$ cat src/rtl/ex_mem_pkg.sv
`default_nettype none
// ============================================================================
// Module  : ex_mem_pkg
// Brief   : Shared types for the EX->MEM pipeline register.
// Revision: 1.0 - initial release
// ============================================================================
package ex_mem_pkg;

    typedef struct packed {
        logic mem_read;
        logic mem_write;
    } ex_mem_ctrl_t;

    localparam int EX_MEM_CTRL_W = $bits(ex_mem_ctrl_t);

endpackage : ex_mem_pkg
`default_nettype wire

$ cat src/rtl/ex_mem_pipe_reg_skid_buf.sv
`default_nettype none
// ============================================================================
// Module  : pipe_skid_buf
// Brief   : Generic 2-slot valid/ready register with a registered in_ready
//           and a synchronous flush of both slots.
// Revision: 1.0 - initial release
// ============================================================================
module pipe_skid_buf #(
    parameter int W = 8
) (
    input  logic         clk,
    input  logic         rst_n,
    input  logic         flush_i,
    input  logic         in_valid_i,
    output logic         in_ready_o,
    input  logic [W-1:0] in_data_i,
    output logic         out_valid_o,
    input  logic         out_ready_i,
    output logic [W-1:0] out_data_o
);

    logic         main_valid_q, main_valid_d;
    logic [W-1:0] main_data_q,  main_data_d;
    logic         skid_valid_q, skid_valid_d;
    logic [W-1:0] skid_data_q,  skid_data_d;
    logic         in_ready_q;

    logic w_accept;
    logic w_main_free;

    assign w_accept    = in_valid_i & in_ready_q;
    assign w_main_free = ~main_valid_q | out_ready_i;

    always_comb begin
        main_valid_d = main_valid_q;
        main_data_d  = main_data_q;
        skid_valid_d = skid_valid_q;
        skid_data_d  = skid_data_q;
        if (flush_i) begin
            // Data regs keep their contents; only the valid bits matter.
            main_valid_d = 1'b0;
            skid_valid_d = 1'b0;
        end else if (w_main_free) begin
            if (skid_valid_q) begin
                main_valid_d = 1'b1;
                main_data_d  = skid_data_q;
                skid_valid_d = 1'b0;
            end else begin
                main_valid_d = w_accept;
                if (w_accept) begin
                    main_data_d = in_data_i;
                end
            end
        end else if (w_accept) begin
            skid_valid_d = 1'b1;
            skid_data_d  = in_data_i;
        end
    end

    always_ff @(posedge clk or negedge rst_n) begin
        if (!rst_n) begin
            main_valid_q <= 1'b0;
            main_data_q  <= '0;
            skid_valid_q <= 1'b0;
            skid_data_q  <= '0;
            in_ready_q   <= 1'b0;
        end else begin
            main_valid_q <= main_valid_d;
            main_data_q  <= main_data_d;
            skid_valid_q <= skid_valid_d;
            skid_data_q  <= skid_data_d;
            // Registered ready cuts the combinational path from out_ready.
            in_ready_q   <= ~skid_valid_d;
        end
    end

    assign in_ready_o  = in_ready_q & rst_n;
    assign out_valid_o = main_valid_q;
    assign out_data_o  = main_data_q;

endmodule : pipe_skid_buf
`default_nettype wire

$ cat src/rtl/ex_mem_pipe_reg.sv
`default_nettype none
// ============================================================================
// Module  : ex_mem_pipe_reg
// Brief   : EX->MEM pipeline register with skid buffer, flush and bubble
//           gating of the memory controls.
//           Optional macro EX_MEM_STALL_CNT_EN adds a saturating stall counter.
// Revision: 1.0 - initial release
// ============================================================================
module ex_mem_pipe_reg
    import ex_mem_pkg::*;
#(
    parameter int DATA_W = 64,
    parameter int CNT_W  = 32
) (
    input  logic              clk,
    input  logic              reset_n,
    input  logic              flush,
    input  logic              in_valid,
    output logic              in_ready,
    input  logic              in_mem_read,
    input  logic              in_mem_write,
    input  logic [DATA_W-1:0] in_payload,
    output logic              out_valid,
    input  logic              out_ready,
    output logic              out_mem_read,
    output logic              out_mem_write,
`ifdef EX_MEM_STALL_CNT_EN
    output logic [CNT_W-1:0]  stall_cnt,
`endif
    output logic [DATA_W-1:0] out_payload
);

    localparam int PKT_W = EX_MEM_CTRL_W + DATA_W;

    ex_mem_ctrl_t     w_in_ctrl;
    ex_mem_ctrl_t     w_out_ctrl;
    logic [PKT_W-1:0] w_in_pkt;
    logic [PKT_W-1:0] w_out_pkt;

    assign w_in_ctrl.mem_read  = in_mem_read;
    assign w_in_ctrl.mem_write = in_mem_write;
    assign w_in_pkt            = {w_in_ctrl, in_payload};

    pipe_skid_buf #(
        .W (PKT_W)
    ) u_skid (
        .clk         (clk),
        .rst_n       (reset_n),
        .flush_i     (flush),
        .in_valid_i  (in_valid),
        .in_ready_o  (in_ready),
        .in_data_i   (w_in_pkt),
        .out_valid_o (out_valid),
        .out_ready_i (out_ready),
        .out_data_o  (w_out_pkt)
    );

    assign w_out_ctrl    = w_out_pkt[PKT_W-1 -: EX_MEM_CTRL_W];
    assign out_payload   = w_out_pkt[DATA_W-1:0];
    // A bubble must never issue a load or store to memory.
    assign out_mem_read  = w_out_ctrl.mem_read  & out_valid;
    assign out_mem_write = w_out_ctrl.mem_write & out_valid;

`ifdef EX_MEM_STALL_CNT_EN
    localparam logic [CNT_W-1:0] CNT_ONE = {{(CNT_W-1){1'b0}}, 1'b1};

    logic [CNT_W-1:0] stall_cnt_q, stall_cnt_d;

    always_comb begin
        stall_cnt_d = stall_cnt_q;
        if (out_valid && !out_ready && (stall_cnt_q != '1)) begin
            stall_cnt_d = stall_cnt_q + CNT_ONE;
        end
    end

    // Flush does not clear the counter; it is a reset-only statistic.
    always_ff @(posedge clk or negedge reset_n) begin
        if (!reset_n) begin
            stall_cnt_q <= '0;
        end else begin
            stall_cnt_q <= stall_cnt_d;
        end
    end

    assign stall_cnt = stall_cnt_q;
`endif

endmodule : ex_mem_pipe_reg
`default_nettype wire

$ cat config.mk
export PLATFORM = sky130hd
export DESIGN_NAME = ex_mem_pipe_reg
export DESIGN_NICKNAME = d
export VERILOG_FILES = /design/src/rtl/ex_mem_pkg.sv /design/src/rtl/ex_mem_pipe_reg_skid_buf.sv /design/src/rtl/ex_mem_pipe_reg.sv
export SDC_FILE = /design/constraint.sdc
export NUM_CORES = 1
export LEC_CHECK = 0
export CAP_MARGIN = 40
export CORE_ASPECT_RATIO = 1.2
export CORE_MARGIN = 3
export CORE_UTILIZATION = 40
export CTS_CLUSTER_SIZE = 12
export DETAILED_ROUTE_END_ITERATION = 10
export GPL_TIMING_DRIVEN = 0
export PLACE_DENSITY_LB_ADDON = 0.3
export SLEW_MARGIN = 10
export SYNTH_ARGS = -nofsm -noshare
export SYNTH_HDL_FRONTEND = slang
export SYNTH_SLANG_ARGS = --single-unit
$ cat constraint.sdc
create_clock -name clk -period 3.9 [get_ports clk]
set_input_delay 0.78 -clock clk [delete_from_list [all_inputs] [get_ports clk]]
set_output_delay 0.78 -clock clk [all_outputs]
set_load 0.05 [all_outputs]
==> results of run 1 <==
[flip-flops by register name (all words and copies together), names as in the netlist]
register             cells
u_skid.skid_data_q      66
u_skid.out_data_o       66
u_skid.out_valid_o       1
u_skid.skid_valid_q      1
u_skid.in_ready_q        1
[power by group through the flow]
stage	Combinational (mW)	Clock, mW	Sequential [mW]
after floorplan	1.19	0	1.89
after global placement	1.62	0	1.92
after detailed placement	1.65	0	1.94
after CTS	1.66	1.69	1.93
after global routing	1.72	1.75	1.97
final	1.63	1.65	1.93
[placed cells by master (no fill, tap or decap), drive strengths merged]
cell | netlist | final
nand2 | 2 | 2
clkdlybuf4s50 | 0 | 137
nor3 | 1 | 1
dfrtp | 135 | 135
or3b | 1 | 1
clkinv | 0 | 3
clkinvlp | 0 | 1
and2 | 3 | 3
inv | 1 | 1
bufinv | 0 | 3
or3 | 1 | 1
mux2 | 198 | 198
clkbuf | 0 | 25
buf | 85 | 87
nor2b | 1 | 1
or2 | 1 | 1
nor2 | 1 | 1
a21oi | 1 | 1
[area by class of cell]
type                            instances  area (µm²)  area share
Inverter                                1        3.75    0.000427
Timing Repair Buffer                  139        1410       0.160
Buffer                                 85         671      0.0763
Multi-Input combinational cell        210        2460       0.279
Clock buffer                           25         495      0.0564
Tap cell                              208         260      0.0296
Sequential cell                       135        3380       0.384
Clock inverter                          7         116      0.0132
[how the worst max path moves through the flow]
stage | startpoint | slack [ns] | depth (start not counted) | end
finish | reset_n | 0.77 | 3 | in_ready
global route | reset_n | 0.64 | 3 | in_ready
CTS | reset_n | 0.73 | 3 | in_ready
detailed placement | reset_n | 0.76 | 3 | in_ready
global placement | reset_n | -3.94 | 3 | in_ready
floorplan | out_ready | 1.88 | 5 | u_skid.skid_data_q[10]$_DFFE_PN0P_
[synthesized netlist by cell type]
library cell                n
sky130_fd_sc_hd__mux2_2   158
sky130_fd_sc_hd__dfrtp_1  135
sky130_fd_sc_hd__buf_4     71
sky130_fd_sc_hd__mux2_4    40
sky130_fd_sc_hd__buf_2      7
sky130_fd_sc_hd__buf_12     4
sky130_fd_sc_hd__and2_1     3
sky130_fd_sc_hd__buf_1      2
sky130_fd_sc_hd__nand2_1    2
sky130_fd_sc_hd__a21oi_1    1
sky130_fd_sc_hd__buf_8      1
sky130_fd_sc_hd__inv_1      1
sky130_fd_sc_hd__nor2_4     1
sky130_fd_sc_hd__nor2b_1    1
sky130_fd_sc_hd__nor3_1     1
sky130_fd_sc_hd__or2_2      1
sky130_fd_sc_hd__or3_1      1
sky130_fd_sc_hd__or3b_4     1
[kinds of logic (layout without fill, tap and decap cells)]
group | after synthesis | count (layout) | share of synthesized area
AO/OA/AOI/OAI | 1 | 1 | 0.000768
buffers and inverters | 86 | 257 | 0.104
flip-flops | 135 | 135 | 0.519
multiplexers | 198 | 198 | 0.366
AND/OR/NAND/NOR | 11 | 11 | 0.0111
[routing by layer]
metal  part of all wire  GRT usage  wire length, µm  vias up
met5                  0          0                0        -
met4              0.025     0.0700              335        0
met3              0.039     0.0397              515       27
met2               0.51      0.256             6740       90
met1               0.42      0.190             5580     1897
li1                   -          -                -     1759
==> load_flow_metrics.sql, run 1 <==
INSERT INTO impl_metrics (metric_group, metric, value, unit) VALUES
('sta', 'slew_viol_final', '0', ''),
('clock_tree', 'clk-insertion-delay-late', '0.41', 'ns'),
('sta', 'tns', '0', 'ns'),
('grt', 'grt_overflow_total', '0', ''),
('final_layout', 'final_util', '0.558', ''),
('power', 'power-per-cell-area', '592', 'nW/µm²'),
('routing', 'post_drt_wl_per_cell', '16.3', 'µm'),
('power', 'pwr-share-clk', '0.317', ''),
('logic_synthesis', 'synth.distinct_cells', '18', ''),
('final_layout', 'stdcell_count', '810', ''),
('setup_path', 'ordered_cell_list_for_the_critical_path', 'buf_6 -> and2_1 -> clkdlybuf4s50_1', ''),
('place', 'placement.cell_area', '8180', 'µm²'),
('final_layout', 'antenna_cells', '0', ''),
('clock_tree', 'clock_pin_transition_on_the_worst_setup_and_hold_timing_paths', '0.06', 'ns'),
('setup_path', 'critical_path.startpoint_type', 'input pin', ''),
('place', 'pre_cts_setup_slack', '0.756', 'ns'),
('floorplanning', 'die_height', '146', 'µm'),
('routing', 'vias_per_cell', '4.66', ''),
('sta', 'report.final.setup_viol', '0', ''),
('final_layout', 'nets_finish', '660', ''),
('setup_path', 'critPathKind', 'input pin to primary output', ''),
('sta', 'fin_skew', '0.00797', 'ns'),
('floorplanning', 'placementRows', '50', ''),
('final_layout', 'design_area', '8790', 'µm²'),
('logic_synthesis', 'syn_area', '6510', 'µm²'),
('setup_path', 'critical_path.max_stage_delay', '0.82', 'ns'),
('clock_tree', 'hold_buffers', '0', ''),
('setup_path', 'cp_delay_by_family_top', 'buffers and inverters', ''),
('floorplanning', 'dieWidth', '122', 'µm'),
('sta', 'worst_slew_margin_rel', '0.580', ''),
('clock_tree', 'max-clock-path-buffers', '2', ''),
('logic_synthesis', 'synthDominantAreaCellType', 'sky130_fd_sc_hd__dfrtp_1', ''),
('final_layout', 'fillers', '1313', ''),
('setup_path', 'ff2ff_setup_slack', '1.95', 'ns'),
('setup_path', 'cp_num_buf_inv', '2', ''),
('logic_synthesis', 'syn-num-nets', '502', ''),
('routing', 'vias', '3773', ''),
('routing', 'drt_wl_total', '13.2', 'mm'),
('floorplanning', 'floorplan.core_area', '15800', 'µm²'),
('grt', 'grt_start_max_net_pins', '71', ''),
('sta', 'grt_setup_unrepaired', 'no', ''),
('routing', 'drtAntennaViolNets', '0', ''),
('place', 'place.detailed.hpwl', '9.15', 'mm'),
('setup_path', 'worst_r2r_path_depth', '5', ''),
('floorplanning', 'ioPinCount', '139', ''),
('clock_tree', 'cts_buf_count', '17', ''),
('power', 'power_frac_comb', '0.313', ''),
('outcome', 'result_of_the_run', 'complete, no violations', ''),
('logic_synthesis', 'post_synth_inst_count', '431', ''),
('power', 'leak_pwr', '3.80', 'nW'),
('routing', 'detail_route.iter0.violations', '137', ''),
('logic_synthesis', 'seq_area_frac_synth', '0.519', ''),
('sta', 'worst_slack', '0.770', 'ns'),
('sta', 'maxClockFrequency', '0.319', 'GHz'),
('grt', 'antenna_found_initial', '0', ''),
('setup_path', 'timing.critical_path.fanout_max', '67', ''),
('power', 'seq_power_share', '0.370', ''),
('clock_tree', 'cts_resized', '0', ''),
('routing', 'drc', '0', ''),
('logic_synthesis', 'synth-warning-count', '0', ''),
('sta', 'layout_min_cycle_time', '3.13', 'ns'),
('grt', 'global_route_wire_length_before_repair', '21.8', 'mm'),
('place', 'placedCellCount', '778', ''),
('final_layout', 'area_growth_syn_to_layout', '35.1', '%'),
('place', 'gp_routability_congestion', '0.722', ''),
('hold_path', 'hold_path_class', 'input pin to asynchronous set/reset pin', ''),
('floorplanning', 'area_of_the_die', '17800', 'µm²'),
('setup_path', 'timing.critical_path.arrival', '2.35', 'ns'),
('logic_synthesis', 'netlist.area_leader.share', '0.519', ''),
('sta', 'period_share', '0.803', ''),
('setup_path', 'ff_to_ff_end', 'u_skid.out_data_o[48]$_DFFE_PN0P_', '');
(Power assumes the default switching activity.)
==> run 2, diff against run 1 <==
- clock period: 3.9 -> 2.75 ns (I/O delays scaled with it)
==> run 2 against run 1 <==
Against the previous run: combinational power is 42% higher; die area stayed put; total power is 42% higher; critical endpoint unchanged; core utilization hardly changed; non-clock buffer count stayed put; critical path type unchanged; register-to-register slack worse by 1.2 ns; critical path depth stayed put; clock skew stayed put; largest cell class unchanged.
==> load_flow_metrics.sql, run 2 (synthesis results as in run 1) <==
INSERT INTO impl_metrics (metric_group, metric, value, unit) VALUES
('floorplanning', 'dieWidth', '122', 'µm'),
('hold_path', 'hold_path_class', 'input pin to asynchronous set/reset pin', ''),
('sta', 'maxClockFrequency', '0.389', 'GHz'),
('floorplanning', 'floorplan.core_area', '15800', 'µm²'),
('sta', 'fin_skew', '0.00797', 'ns'),
('routing', 'drt_wl_total', '13.2', 'mm'),
('outcome', 'result_of_the_run', 'complete, no violations', ''),
('setup_path', 'critical_path.max_stage_delay', '0.81', 'ns'),
('sta', 'grt_setup_unrepaired', 'no', ''),
('clock_tree', 'clk-insertion-delay-late', '0.41', 'ns'),
('final_layout', 'area_growth_syn_to_layout', '35.1', '%'),
('setup_path', 'cp_delay_by_family_top', 'buffers and inverters', ''),
('grt', 'grt_overflow_total', '0', ''),
('sta', 'worst_slew_margin_rel', '0.623', ''),
('place', 'gp_routability_congestion', '0.722', ''),
('final_layout', 'design_area', '8800', 'µm²'),
('sta', 'number_of_hold_violations_in_the_final_report', '0', ''),
('sta', 'layout_min_cycle_time', '2.57', 'ns'),
('run', 'drv_cap', '0', ''),
('sta', 'slew_viol_final', '0', ''),
('sta', 'report.final.setup_viol', '0', ''),
('routing', 'post_drt_wl_per_cell', '16.3', 'µm'),
('clock_tree', 'clkSinkCount', '135', ''),
('setup_path', 'worst_setup_path_end_kind', 'primary output', ''),
('grt', 'grt.total_usage', '0.155', ''),
('power', 'leak_pwr', '3.80', 'nW'),
('setup_path', 'cp_num_buf_inv', '2', ''),
('setup_path', 'ordered_cell_list_for_the_critical_path', 'buf_8 -> and2_1 -> clkdlybuf4s50_1', ''),
('floorplanning', 'placementRows', '50', ''),
('routing', 'drc', '0', ''),
('sta', 'period_share', '0.936', ''),
('place', 'placement.cell_area', '8180', 'µm²'),
('setup_path', 'critPathKind', 'input pin to primary output', ''),
('power', 'vdd_drop_max', '0.413', 'mV'),
('final_layout', 'final_layout_size_suffix_gt1_frac', '0.522', ''),
('clock_tree', 'max-clock-path-buffers', '2', ''),
('final_layout', 'antenna_cells', '0', ''),
('floorplanning', 'initial_core_util', '0.413', ''),
('routing', 'drt_first_pass_iters', '4', ''),
('clock_tree', 'cts.root.buffer_cell', 'sky130_fd_sc_hd__clkbuf_16', ''),
('setup_path', 'critical_path.startpoint_type', 'input pin', ''),
('floorplanning', 'die_height', '146', 'µm'),
('final_layout', 'nets_finish', '660', ''),
('place', 'port_buffers', '138', ''),
('final_layout', 'final_util', '0.558', ''),
('power', 'power-per-cell-area', '840', 'nW/µm²'),
('clock_tree', 'hold_buffers', '0', ''),
('final_layout', 'layout_common_cells', 'sky130_fd_sc_hd__mux2_2 (158), sky130_fd_sc_hd__clkdlybuf4s50_1 (137), sky130_fd_sc_hd__dfrtp_1 (135)', ''),
('floorplanning', 'ioPinCount', '139', ''),
('routing', 'vias', '3773', ''),
('sta', 'max_slew.worst_pin.slew', '0.565', 'ns'),
('routing', 'vias_per_cell', '4.66', ''),
('setup_path', 'cpMaxStageDelayCell', 'sky130_fd_sc_hd__clkdlybuf4s50_1', ''),
('routing', 'detail_route.iter0.violations', '137', ''),
('grt', 'grt_start_max_net_pins', '71', ''),
('grt', 'first_global_vias', '4240', ''),
('grt', 'global_route_wire_length_before_repair', '21.8', 'mm'),
('clock_tree', 'clock_pin_transition_on_the_worst_setup_and_hold_timing_paths', '0.06', 'ns'),
('clock_tree', 'tritoncts', 'built', ''),
('clock_tree', 'cts_buf_count', '17', ''),
('sta', 'tns', '0', 'ns'),
('setup_path', 'timing.critical_path.arrival', '2.02', 'ns'),
('grt', 'antenna_found_initial', '0', ''),
('floorplanning', 'area_of_the_die', '17800', 'µm²'),
('power', 'power.total', '7.39', 'mW'),
('final_layout', 'final_common_cell', 'sky130_fd_sc_hd__mux2_2', ''),
('routing', 'drtAntennaViolNets', '0', ''),
('setup_path', 'timing.critical_path.fanout_max', '67', ''),
('clock_tree', 'ctsHtreeMaxLevel', '4', ''),
('place', 'place.detailed.hpwl', '9.15', 'mm'),
('setup_path', 'timing.critical_path.required', '2.20', 'ns');
==> run 2: cell count changes in the layout (fill, tap and decap cells not counted) <==
cell,before,now
sky130_fd_sc_hd__buf_6,1,0
sky130_fd_sc_hd__buf_8,1,2
==> run 2: metrics by stage <==
step	std cells	setup slack, ns	hold WS [ns]
floorplan	431	0.826	0.254
global placement	777	-4.63	0.482
detailed placement	778	0.0656	0.489
CTS	810	0.0424	0.146
global route	810	0.0588	0.112
finish	810	0.176	0.0748
==> run 2: final cells by class <==
cell class	instances	area [µm²]
plain buffers	85	671
clock buffers	25	495
clock inverters	7	116
fillers	1313	6970
inverters	1	3.75
multi-input cells	210	2460
flip-flops and latches	135	3380
well taps	208	260
repair buffers	139	1410
==> run 2: power by group <==
| part | leakage [nW] | switching (mW) | internal (mW) |
|---|---|---|---|
| registers | 1.62 | 0.254 | 2.48 |
| clock network | 0.297 | 0.817 | 1.52 |
| logic | 1.88 | 1.13 | 1.19 |
| total | 3.80 | 2.20 | 5.19 |
==> run 2: final timing paths <==
kind | end | slack, ns | start | depth (start not counted)
max | in_ready | 0.18 | reset_n | 3
max in group asynchronous | u_skid.out_data_o[54]$_DFFE_PN0P_ | 1.95 | reset_n | 2
max reg2reg | u_skid.out_data_o[48]$_DFFE_PN0P_ | 0.80 | u_skid.out_valid_o$_DFFE_PN0P_ | 5
min | u_skid.skid_data_q[39]$_DFFE_PN0P_ | 0.07 | reset_n | 1
min in group clk | u_skid.skid_data_q[54]$_DFFE_PN0P_ | 0.50 | u_skid.skid_data_q[54]$_DFFE_PN0P_ | 1
min reg2reg | u_skid.skid_data_q[54]$_DFFE_PN0P_ | 0.50 | u_skid.skid_data_q[54]$_DFFE_PN0P_ | 1
==> run 2: routing by layer <==
layer  up-vias  routed length (µm)  share of wire  global-route usage
met5         -                   0              0                   0
met4         0                 335          0.025              0.0700
met3        27                 515          0.039              0.0397
met2        90                6740           0.51               0.256
met1      1897                5580           0.42               0.190
li1       1759                   -              -                   -
==> run 2: worst reg2reg max path: stages, from the launching register on <==
cell	delay [ns]
sky130_fd_sc_hd__dfrtp_1	0.45
sky130_fd_sc_hd__nor2b_1	0.18
sky130_fd_sc_hd__nor3_1	0.33
sky130_fd_sc_hd__buf_4	0.29
sky130_fd_sc_hd__buf_4	0.23
sky130_fd_sc_hd__mux2_2	0.36
==> run 2: repair_timing <==
action                     in CTS  in global routing
buffers inserted                0                  0
setup endpoints to repair       0                  1
gates resized for setup         0                  2
==> run 3, diff against run 2 <==
- SLEW_MARGIN: 10 -> 0
==> results of run 3 <==
No change in the layout: final DEF, timing and power equal those of run 2.
